File: config.mk
export PLATFORM = sky130hd
export DESIGN_NAME = hs_sync_ctrl_flat
export DESIGN_NICKNAME = d
export VERILOG_FILES = /design/src/rtl/hs_sync_pkg.sv /design/src/rtl/hs_sync_ctrl_if.sv /design/src/rtl/hs_timeout_cnt.sv /design/src/rtl/hs_sync_ctrl.sv /design/src/flat_wrapper.sv
export SDC_FILE = /design/constraint.sdc
export NUM_CORES = 1
export LEC_CHECK = 0
export ABC_AREA = 1
export BUFFER_PORTS_ARGS = -buffer_cell sky130_fd_sc_hd__buf_4
export CAP_MARGIN = 5
export CORE_UTILIZATION = 48
export DETAILED_ROUTE_END_ITERATION = 6
export GPL_ROUTABILITY_DRIVEN = 0
export PLACE_DENSITY = 0.86
export SLEW_MARGIN = 20
export SYNTH_ARGS = -nofsm -noshare
export SYNTH_HDL_FRONTEND = slang
export SYNTH_HIERARCHICAL = 1
export SYNTH_SLANG_ARGS = --single-unit
export TNS_END_PERCENT = 5
File: constraint.sdc
create_clock -name clk -period 1.3 [get_ports clk]
set_input_delay 0.26 -clock clk [delete_from_list [all_inputs] [get_ports clk]]
set_output_delay 0.26 -clock clk [all_outputs]
set_load 0.03 [all_outputs]
File: src/rtl/hs_sync_pkg.sv
// hs_sync_pkg: shared state encoding, default sizes and counter width helper
package hs_sync_pkg;
  typedef logic [1:0] state_t;
  localparam state_t IDLE  = 2'b00;
  localparam state_t VALID = 2'b01;
  localparam state_t ACK   = 2'b10;
  localparam int BUS_WIDTH_D = 5;
  localparam int TIMEOUT_D = 16;
  function automatic int cnt_w(input int timeout);
    return (timeout < 2) ? 1 : $clog2(timeout);
  endfunction
endpackage

File: src/rtl/hs_sync_ctrl_if.sv
// hs_sync_ctrl_if: crossing handshake, consumer and status signals
interface hs_sync_ctrl_if
  import hs_sync_pkg::*;
#(
  parameter int BUS_WIDTH = BUS_WIDTH_D
) ();
  logic req_sync;
  logic [BUS_WIDTH-1:0] data_async;
  logic out_ready;
  logic err_clr;
  logic [BUS_WIDTH-1:0] data_out;
  logic data_valid;
  logic ack;
  logic busy;
  logic err;
  modport master (
    output req_sync, data_async, out_ready, err_clr,
    input data_out, data_valid, ack, busy, err
  );
  modport slave (
    input req_sync, data_async, out_ready, err_clr,
    output data_out, data_valid, ack, busy, err
  );
endinterface

File: src/rtl/hs_timeout_cnt.sv
// hs_timeout_cnt: saturating counter, flags the edge on which it reaches MAX
module hs_timeout_cnt #(
  parameter int W = 4,
  parameter int MAX = 15
) (
  input  logic clk,
  input  logic rst,
  input  logic clr,
  input  logic en,
  output logic tc
);
  logic [W-1:0] cnt;
  assign tc = en && (cnt == W'(MAX - 1));
  // count while enabled, hold once saturated
  always_ff @(posedge clk)
    if (rst || clr) cnt <= '0;
    else if (en && cnt != W'(MAX)) cnt <= cnt + W'(1);
endmodule

File: src/rtl/hs_sync_ctrl.sv
// hs_sync_ctrl: destination-side 4-phase req/ack capture controller
module hs_sync_ctrl
  import hs_sync_pkg::*;
#(
  parameter int BUS_WIDTH = BUS_WIDTH_D,
  parameter int TIMEOUT = TIMEOUT_D
) (
  input logic clk,
  input logic rst,
  hs_sync_ctrl_if.slave bus
);
  state_t state;
  logic [BUS_WIDTH-1:0] data_q;
  logic valid_q, ack_q, err_q, tc, viol;
  assign viol = (state == VALID && !bus.req_sync) || (state == ACK && bus.req_sync && tc);
  assign bus.data_out = data_q;
  assign bus.data_valid = valid_q;
  assign bus.ack = ack_q;
  assign bus.err = err_q;
  assign bus.busy = state != IDLE;
  hs_timeout_cnt #(.W(cnt_w(TIMEOUT)), .MAX(TIMEOUT - 1)) u_cnt (
    .clk(clk),
    .rst(rst),
    .clr(state != ACK),
    .en(state == ACK),
    .tc(tc)
  );
  // handshake sequencing: the bus is only sampled on the req edge seen in IDLE
  always_ff @(posedge clk)
    if (rst) begin
      state <= IDLE;
      data_q <= '0;
      valid_q <= 1'b0;
      ack_q <= 1'b0;
    end else begin
      case (state)
        IDLE:
          if (bus.req_sync) begin
            data_q <= bus.data_async;
            valid_q <= 1'b1;
            state <= VALID;
          end
        VALID:
          if (bus.out_ready) begin
            valid_q <= 1'b0;
            ack_q <= 1'b1;
            state <= ACK;
          end
        ACK:
          if (!bus.req_sync) begin
            ack_q <= 1'b0;
            state <= IDLE;
          end
        default: begin
          valid_q <= 1'b0;
          ack_q <= 1'b0;
          state <= IDLE;
        end
      endcase
    end
  // sticky error, a new violation beats a simultaneous clear
  always_ff @(posedge clk)
    if (rst) err_q <= 1'b0;
    else err_q <= (err_q && !bus.err_clr) || viol;
endmodule

File: src/flat_wrapper.sv
// flat-port wrapper written by rule: the top's interface ports become plain ports
module hs_sync_ctrl_flat import hs_sync_pkg::*;
#(
  parameter int BUS_WIDTH = BUS_WIDTH_D,
  parameter int TIMEOUT = TIMEOUT_D
)
  (clk, rst, bus_req_sync, bus_data_async, bus_out_ready, bus_err_clr, bus_data_out, bus_data_valid, bus_ack, bus_busy, bus_err);
  hs_sync_ctrl_if #(.BUS_WIDTH(BUS_WIDTH)) bus_i ();
  input logic clk;
  input logic rst;
  input wire logic [$bits(bus_i.req_sync)-1:0] bus_req_sync;
  input wire logic [$bits(bus_i.data_async)-1:0] bus_data_async;
  input wire logic [$bits(bus_i.out_ready)-1:0] bus_out_ready;
  input wire logic [$bits(bus_i.err_clr)-1:0] bus_err_clr;
  output wire logic [$bits(bus_i.data_out)-1:0] bus_data_out;
  output wire logic [$bits(bus_i.data_valid)-1:0] bus_data_valid;
  output wire logic [$bits(bus_i.ack)-1:0] bus_ack;
  output wire logic [$bits(bus_i.busy)-1:0] bus_busy;
  output wire logic [$bits(bus_i.err)-1:0] bus_err;
  assign bus_i.req_sync = bus_req_sync;
  assign bus_i.data_async = bus_data_async;
  assign bus_i.out_ready = bus_out_ready;
  assign bus_i.err_clr = bus_err_clr;
  assign bus_data_out = bus_i.data_out;
  assign bus_data_valid = bus_i.data_valid;
  assign bus_ack = bus_i.ack;
  assign bus_busy = bus_i.busy;
  assign bus_err = bus_i.err;
  hs_sync_ctrl #(.BUS_WIDTH(BUS_WIDTH), .TIMEOUT(TIMEOUT)) u_core (.clk(clk), .rst(rst), .bus(bus_i));
endmodule
==> results of run 1 <==
[power by group through the flow]
stage	logic [W]	clock network [W]	registers, W
after CTS	0.000193	0.000320	0.000467
after global routing	0.000208	0.000336	0.000471
final	0.000193	0.000312	0.000467
after detailed placement	0.000193	0	0.000477
after global placement	0.000188	0	0.000476
after floorplan	0.0000747	0	0.000517
[routing by layer]
metal	part of all wire	track usage	wire [um]	vias to the layer above
li1	-	-	-	335
met1	0.47	0.191	608	279
met2	0.49	0.304	630	10
met3	0.026	0.0347	33	2
met4	0.014	0.0776	18	0
met5	0	0	0	-
[sequential cells by signal, summed over array words and instances, names as in the netlist]
signal,cells
u_core/state,2
u_core/bus.ack,1
u_core/u_cnt/cnt,4
u_core/bus.data_valid,1
u_core/bus.data_out,5
u_core/bus.err,1
[stage by stage]
| stage | hold slack (ns) | area (um2) | power, W | worst slack, ns | cells |
|---|---|---|---|---|---|
| floorplan | 0.329 | 663 | 0.000592 | 0.168 | 92 |
| global placement | 0.463 | 825 | 0.000665 | 0.235 | 126 |
| detailed placement | 0.473 | 825 | 0.000670 | 0.186 | 126 |
| CTS | 0.212 | 861 | 0.000981 | 0.0370 | 130 |
| global route | 0.203 | 862 | 0.00101 | 0.0247 | 130 |
| finish | 0.216 | 862 | 0.000972 | 0.0790 | 130 |
[kinds of logic after synthesis]
| logic type | after synthesis | share of synthesized area |
|---|---|---|
| fa+ha+maj | 2 | 0.0377 |
| buf+inv | 13 | 0.0774 |
| simple gates | 52 | 0.375 |
| flops | 14 | 0.423 |
| compound gates | 11 | 0.0868 |
[cell usage in the layout, fill, tap and decap left out]
cell type and instances:
clkbuf_8 1, nor2_2 1, o21ai_0 7, dfxtp_1 13, nand3_4 1, buf_4 19
ha_1 2, nand3_1 4, clkbuf_4 3, nand4_1 2, nand2_1 15, nor2_1 25
a21oi_1 3, inv_2 3, a21boi_1 1, inv_4 1, nor2_8 1, nand3_2 1
inv_1 9, dfxtp_2 1, nand2_2 2
[repair_timing]
item	in CTS	in global routing
endpoints found under the hold margin	0	0
resized for setup	0	1
endpoints found under the setup margin	0	1
[worst max-delay path by stage]
stage	end	cells past startpoint
floorplan	u_core/bus.err	9
global placement	u_core/bus.err	9
detailed placement	u_core/u_cnt/cnt[1]	6
CTS	bus_busy	3
global route	u_core/bus.err	9
finish	bus_busy	3
[critical path: stages, from the launching register on]
cell,delay (ns)
dfxtp_1,0.34
inv_2,0.12
nand2_1,0.06
buf_4,0.16
[area by class of cell]
| type | count | area, um2 | share of cell area |
|---|---|---|---|
| clock buffers | 4 | 36.3 | 0.0421 |
| inverters | 13 | 51.3 | 0.0595 |
| multi-input cells | 65 | 332 | 0.385 |
| flip-flops and latches | 14 | 282 | 0.327 |
| well taps | 15 | 18.8 | 0.0218 |
| repair buffers | 19 | 143 | 0.165 |
[synth_stat cells]
library cell | instances | area [um2]
nand4_1 | 2 | 12.5
nand2_1 | 15 | 56.3
nor2_2 | 1 | 6.26
nor2_8 | 1 | 20.0
dfxtp_1 | 14 | 280
nand3_1 | 4 | 20.0
nor2_1 | 25 | 93.8
a21oi_1 | 3 | 15.0
nand2_2 | 2 | 12.5
nand3_4 | 1 | 17.5
o21ai_0 | 7 | 35.0
inv_2 | 3 | 11.3
inv_1 | 9 | 33.8
a21boi_1 | 1 | 7.51
ha_1 | 2 | 25.0
nand3_2 | 1 | 10.0
inv_4 | 1 | 6.26
==> impl_metrics.json, run 1 <==
{
  "worst_skew_pair.late_latency_ns": 0.27,
  "p_sw_frac": 0.281,
  "cts_buffers": 3,
  "leakagePower_nw": 0.402,
  "insertedDiodeCount": 0,
  "min_path_cells": 2,
  "status": "completed",
  "yosysUniqueCellTypes": 17,
  "core_area_um2": 1280,
  "crit_type": "flip-flop to output pin",
  "die_area_um2": 1530,
  "tritoncts": "yes",
  "worstSetupStartpointType": "flip-flop",
  "initial_core_util": 0.516,
  "yosys_warnings": 6,
  "n_fill_cell": 108,
  "port_buffers": 18,
  "min_from": "rst",
  "p_int_w": 0.000699,
  "cts.htree.levels": 1,
  "first_global_vias": 467,
  "vias": 626,
  "relSlewSlack": 0.875,
  "finalHoldViolations": 0,
  "max_cap_viol_count": 0,
  "p_sw_w": 0.000273,
  "post-route-drc-count": 0,
  "die-width_um": 39.2,
  "num_io_pins": 19,
  "postSynthCellCount": 92,
  "min_period_ns": 1.22,
  "hp-class": "input pin to flip-flop",
  "clockBufferDepth": 2,
  "fin_util": 0.671,
  "crit_required_ns": 1.04,
  "cp-end-kind": "output pin",
  "combPwrFrac": 0.199,
  "postCtsSetupBuffers": 0,
  "clkSlewWorstSetupHoldPaths_ns": 0.09,
  "fin_crit_sh": 0.939,
  "layout-drive-gt1-share": 0.296,
  "fmax_mhz": 819,
  "area_delta_synth_final_pct": 30.0,
  "grt_first_pass_wirelength_um": 1790,
  "powerDensity_nw_per_um2": 1130,
  "avgSynthCellArea_um2": 7.21,
  "reg2reg_depth": 9,
  "setup_violations": 0,
  "final_antenna_net_count": 0,
  "grt-ovfl-total": 0,
  "ys_seq_area_frac": 0.423,
  "ff2ff_setup_slack_ns": 0.15,
  "antenna_found_initial": 0,
  "critPathMaxFanout": 6,
  "routed_wl_um": 1290,
  "rsz0062_at_grt": "no",
  "tightest_slew_ns": 0.188,
  "syn_area_um2": 663,
  "peakVddDrop_v": 0.000654,
  "power.clock.fraction": 0.321,
  "rows": 13,
  "rr_startpoint": "u_core/state[0]",
  "grt_usage": 0.171,
  "final_max_slew_viol_count": 0,
  "reg2reg_to": "u_core/bus.err",
  "whs_endpoint": "u_core/state[1]",
  "firstDrtPassIters": 3,
  "grt_max_degree": 9,
  "tns_ns": 0,
  "drtIter0Drc": 18,
  "crit_path_start": "u_core/state[0]",
  "vias_per_cell": 4.82,
  "routedWlPerCell_um": 9.92,
  "syn-num-nets": 104,
  "post-dp-hpwl_um": 977,
  "skew_ns": 0.000886,
  "ctsHoldBuffers": 0,
  "yosys_register_bits": 14,
  "cts_root_buffer": "clkbuf_4",
  "final_nets": 128,
  "cts.sinks": 14,
  "share_seq_of_total_power": 0.481,
  "cp.arrival_ns": 0.96,
  "die_h_um": 39.2
}
No activity file was read; power rests on OpenSTA's default activity.
==> run 2, diff against run 1 <==
CORE_UTILIZATION = 45   (was 48)
PLACE_DENSITY = 0.82   (was 0.86)
==> run 2 against run 1 <==
Net effect:
- sequential share of layout area up 0.53 points
- via count down 2.4%
- largest cell class unchanged
- fmax up 0.77%
==> impl_metrics.json, run 2 (same netlist as run 1, synthesis figures left out) <==
{
  "num_io_pins": 19,
  "min_period_ns": 1.21,
  "first_global_vias": 513,
  "max_cap_viol_count": 0,
  "powerDensity_nw_per_um2": 1050,
  "setup_violations": 0,
  "rows": 13,
  "path_cells": "inv_2 > nand2_1 > buf_4",
  "clkSlewWorstSetupHoldPaths_ns": 0.08,
  "firstDrtPassIters": 4,
  "grt-ovfl-total": 0,
  "tritoncts": "yes",
  "fin_ws_ns": 0.0883,
  "critPathMaxFanout": 6,
  "leakagePower_nw": 0.392,
  "initial_core_util": 0.497,
  "finalHoldViolations": 0,
  "fin_cells": 129,
  "peakVddDrop_v": 0.000589,
  "largest_reg_flops": 5,
  "crit_type": "flip-flop to output pin",
  "die_area_um2": 1630,
  "worst_skew_pair.late_latency_ns": 0.27,
  "skew_ns": 0.00351,
  "final_nets": 128,
  "final_antenna_net_count": 0,
  "clockBufferDepth": 2,
  "place_inst": 126,
  "grt_max_degree": 8,
  "tightest_slew_ns": 0.208,
  "worstSetupStartpointType": "flip-flop",
  "grt_first_pass_wirelength_um": 1940,
  "relSlewSlack": 0.860,
  "critical_path.max_stage_delay_ns": 0.33,
  "area_delta_synth_final_pct": 27.9,
  "cp-end-kind": "output pin",
  "p_total_w": 0.000889,
  "layout-drive-gt1-share": 0.298,
  "n_fill_cell": 124,
  "antenna_found_initial": 0,
  "grt_usage": 0.181,
  "routed_wl_um": 1220,
  "core_area_um2": 1330,
  "place_ws_ns": 0.190,
  "routedWlPerCell_um": 9.44,
  "path_buf_inv": 2,
  "rsz0062_at_grt": "no",
  "final_cell_mix": "nor2_1, buf_4, nand2_1, dfxtp_1, inv_1",
  "timing.hold.ws_ns": 0.217,
  "ff_latch_area_um2": 282,
  "cts.sinks": 14,
  "postCtsSetupBuffers": 0,
  "die_h_um": 40.4,
  "vias_per_cell": 4.74,
  "post-dp-hpwl_um": 960,
  "cts.htree.levels": 1,
  "post-route-drc-count": 0,
  "fin_crit_sh": 0.932,
  "status": "completed",
  "crit_family": "flip-flops",
  "drtIter0Drc": 11,
  "fmax_mhz": 825,
  "vias": 611,
  "multiInputGateArea_um2": 332,
  "final_max_slew_viol_count": 0,
  "die-width_um": 40.4,
  "hp-class": "input pin to flip-flop",
  "cts_buffers": 3,
  "tns_ns": 0,
  "final_common_cell": "nor2_1",
  "insertedDiodeCount": 0,
  "crit_slowest_cell": "dfxtp_1",
  "cp.arrival_ns": 0.95,
  "cts_root_buffer": "clkbuf_4",
  "port_buffers": 18,
  "crit_required_ns": 1.04
}
[run 2: final timing paths]
check	from	endpoint	slack, ns	depth (start not counted)
max	u_core/state[0]	bus_busy	0.09	3
min	rst	u_core/state[0]	0.22	2
max reg2reg	u_core/u_cnt/cnt[1]	u_core/u_cnt/cnt[0]	0.17	6
min reg2reg	u_core/bus.data_valid	u_core/bus.data_valid	0.48	2
[run 2: metrics by stage]
step	utilization	cell area [um2]
6_report	0.636	848
5_1_grt	0.636	848
3_3_place_gp	0.618	825
3_5_place_dp	0.618	825
4_1_cts	0.635	847
2_1_floorplan	-	663
[run 2: repair_timing]
| action | CTS | global route |
|---|---|---|
| setup endpoints to repair | 0 | 2 |
| gates resized for setup | 0 | 2 |
| hold buffers | 0 | 0 |
[run 2: layout make-up]
class | instances | share of cell area
inverter | 13 | 0.0605
timing repair buffer | 19 | 0.168
tap | 15 | 0.0221
sequential | 14 | 0.332
clock buffer | 3 | 0.0265
multi-input combinational | 65 | 0.391
[run 2: report_power, final]
| group | leakage [nW] | total, W | internal, W | switching [W] |
|---|---|---|---|---|
| clock network | 0.0138 | 0.000230 | 0.000107 | 0.000123 |
| logic | 0.263 | 0.000192 | 0.0000757 | 0.000116 |
| registers | 0.115 | 0.000467 | 0.000453 | 0.0000133 |
[run 2: layer usage]
layer / wire length, um / track usage / share of wire / vias to the layer above
li1: - / - / - / 333
met1: 557 / 0.224 / 0.46 / 259
met2: 590 / 0.290 / 0.48 / 17
met3: 63 / 0.0333 / 0.052 / 2
met4: 6 / 0.100 / 0.0049 / 0
met5: 0 / 0 / 0 / -
==> run 3, diff against run 2 <==
CAP_MARGIN = 0   (was 5)
CELL_PAD_IN_SITES_DETAIL_PLACEMENT = 0   (was default)
CELL_PAD_IN_SITES_GLOBAL_PLACEMENT = 1   (was default)
CORE_ASPECT_RATIO = 1.4   (was default)
CORE_UTILIZATION = 34   (was 45)
PLACE_DENSITY = 0.86   (was 0.82)
==> run 3 against run 2 <==
Net effect:
- global-route usage shrank 3.3 points
- largest power group unchanged
- count of clock-buffer cells in the layout is the same
- via count grew 1.1%
- largest cell class unchanged
==> impl_metrics.json, run 3 (same netlist as run 1, synthesis figures left out) <==
{
  "firstDrtPassIters": 4,
  "fin_util": 0.474,
  "clockBufferDepth": 2,
  "final_max_slew_viol_count": 0,
  "dpl_cell_area_um2": 831,
  "met3_usage": 0.0488,
  "routed_wl_um": 1280,
  "vias_per_cell": 4.61,
  "num_io_pins": 19,
  "leakagePower_nw": 0.392,
  "final_antenna_net_count": 0,
  "grt_max_degree": 8,
  "worst_skew_pair.late_latency_ns": 0.27,
  "core_area_um2": 1800,
  "tritoncts": "yes",
  "skew_ns": 0.00600,
  "grt_first_pass_wirelength_um": 2090,
  "use_met1": 0.151,
  "busiest_layer": "met2",
  "relSlewSlack": 0.872,
  "postCtsSetupBuffers": 0,
  "rr_startpoint": "u_core/u_cnt/cnt[1]",
  "crit_type": "flip-flop to output pin",
  "area_delta_synth_final_pct": 28.9,
  "cp-end-kind": "output pin",
  "crit_required_ns": 1.04,
  "layout-drive-gt1-share": 0.298,
  "cts.sinks": 14,
  "place_inst": 131,
  "grt-ovfl-total": 0,
  "worstSetupStartpointType": "flip-flop",
  "routedWlPerCell_um": 9.55,
  "tns_ns": 0,
  "largest_reg_flops": 5,
  "ff2ff_setup_slack_ns": 0.18,
  "stdcell_area_um2": 855,
  "post-dp-hpwl_um": 1010,
  "setup_violations": 0,
  "die_h_um": 54.3,
  "final_common_cell": "nor2_1",
  "final_nets": 128,
  "post-route-drc-count": 0,
  "min_from": "rst",
  "fin_cells": 134,
  "initial_core_util": 0.368,
  "status": "completed",
  "insertedDiodeCount": 0,
  "fin_crit_sh": 0.937,
  "cp.arrival_ns": 0.96,
  "final_cell_mix": "nor2_1, buf_4, nand2_1, dfxtp_1, inv_1",
  "powerDensity_nw_per_um2": 1050,
  "cts_buffers": 3,
  "rows": 18,
  "critPathMaxFanout": 6,
  "grtUsageMet2": 0.247,
  "max_cap_viol_count": 0,
  "rsz0062_at_grt": "no",
  "finalHoldViolations": 0,
  "vias": 618,
  "antenna_found_initial": 0,
  "drtIter0Drc": 7,
  "die_area_um2": 2130,
  "grt_usage": 0.148,
  "port_buffers": 18,
  "cts.htree.levels": 1,
  "clkSlewWorstSetupHoldPaths_ns": 0.08,
  "first_global_vias": 522,
  "peakVddDrop_v": 0.000500,
  "min_period_ns": 1.22,
  "die-width_um": 39.3,
  "hp-class": "input pin to flip-flop",
  "cts_root_buffer": "clkbuf_4",
  "tightest_slew_ns": 0.192,
  "ctsHoldBuffers": 0,
  "n_fill_cell": 195,
  "crit_path_start": "u_core/state[0]",
  "fmax_mhz": 821
}
==> run 3: cell counts in the layout (fill, tap and decap cells not counted) <==
Identical to the previous run, type by type.
==> run 3: layout make-up <==
| cell class | count | area (um2) | area share |
|---|---|---|---|
| multi-input combinational | 65 | 332 | 0.388 |
| sequential | 14 | 282 | 0.329 |
| tap | 20 | 25.0 | 0.0293 |
| clock buffer | 3 | 22.5 | 0.0264 |
| inverter | 13 | 51.3 | 0.0600 |
| timing repair buffer | 19 | 143 | 0.167 |
==> run 3: path summary, 6_finish.rpt <==
check / cells after the start / end
setup / recovery: 3 / bus_busy
hold / removal: 2 / u_core/state[1]
setup reg to reg: 6 / u_core/u_cnt/cnt[0]
hold reg to reg: 2 / u_core/bus.data_valid
==> run 3: stage by stage <==
stage                     total power, W  hold WS, ns  setup slack [ns]
final                           0.000898        0.208            0.0820
after global placement          0.000668        0.462             0.212
after global routing            0.000964        0.198            0.0186
after CTS                       0.000922        0.199            0.0629
after detailed placement        0.000671        0.466             0.153
after floorplan                 0.000592        0.329             0.168
==> run 3: what timing repair did <==
action / 4_1_cts / 5_1_grt
endpoints found under the hold margin: 0 / 0
setup endpoints to repair: 1 / 1
gates resized for setup: 1 / 1
==> run 3: report_power, final <==
| group | total [W] | internal (W) | leakage [nW] | switching [W] |
|---|---|---|---|---|
| combinational | 0.000192 | 0.0000756 | 0.263 | 0.000116 |
| clock | 0.000239 | 0.000107 | 0.0138 | 0.000132 |
| sequential | 0.000467 | 0.000453 | 0.115 | 0.0000133 |
==> run 3: per-layer routing <==
metal,share of wire,vias up
met5,0,-
met4,0.016,0
met3,0.048,2
met2,0.52,15
met1,0.41,266
li1,-,335
==> run 3: worst max-delay path, cell delays in order (launching register included) <==
cell and delay, ns:
dfxtp_1 0.33, inv_2 0.12, nand2_1 0.07, buf_4 0.16
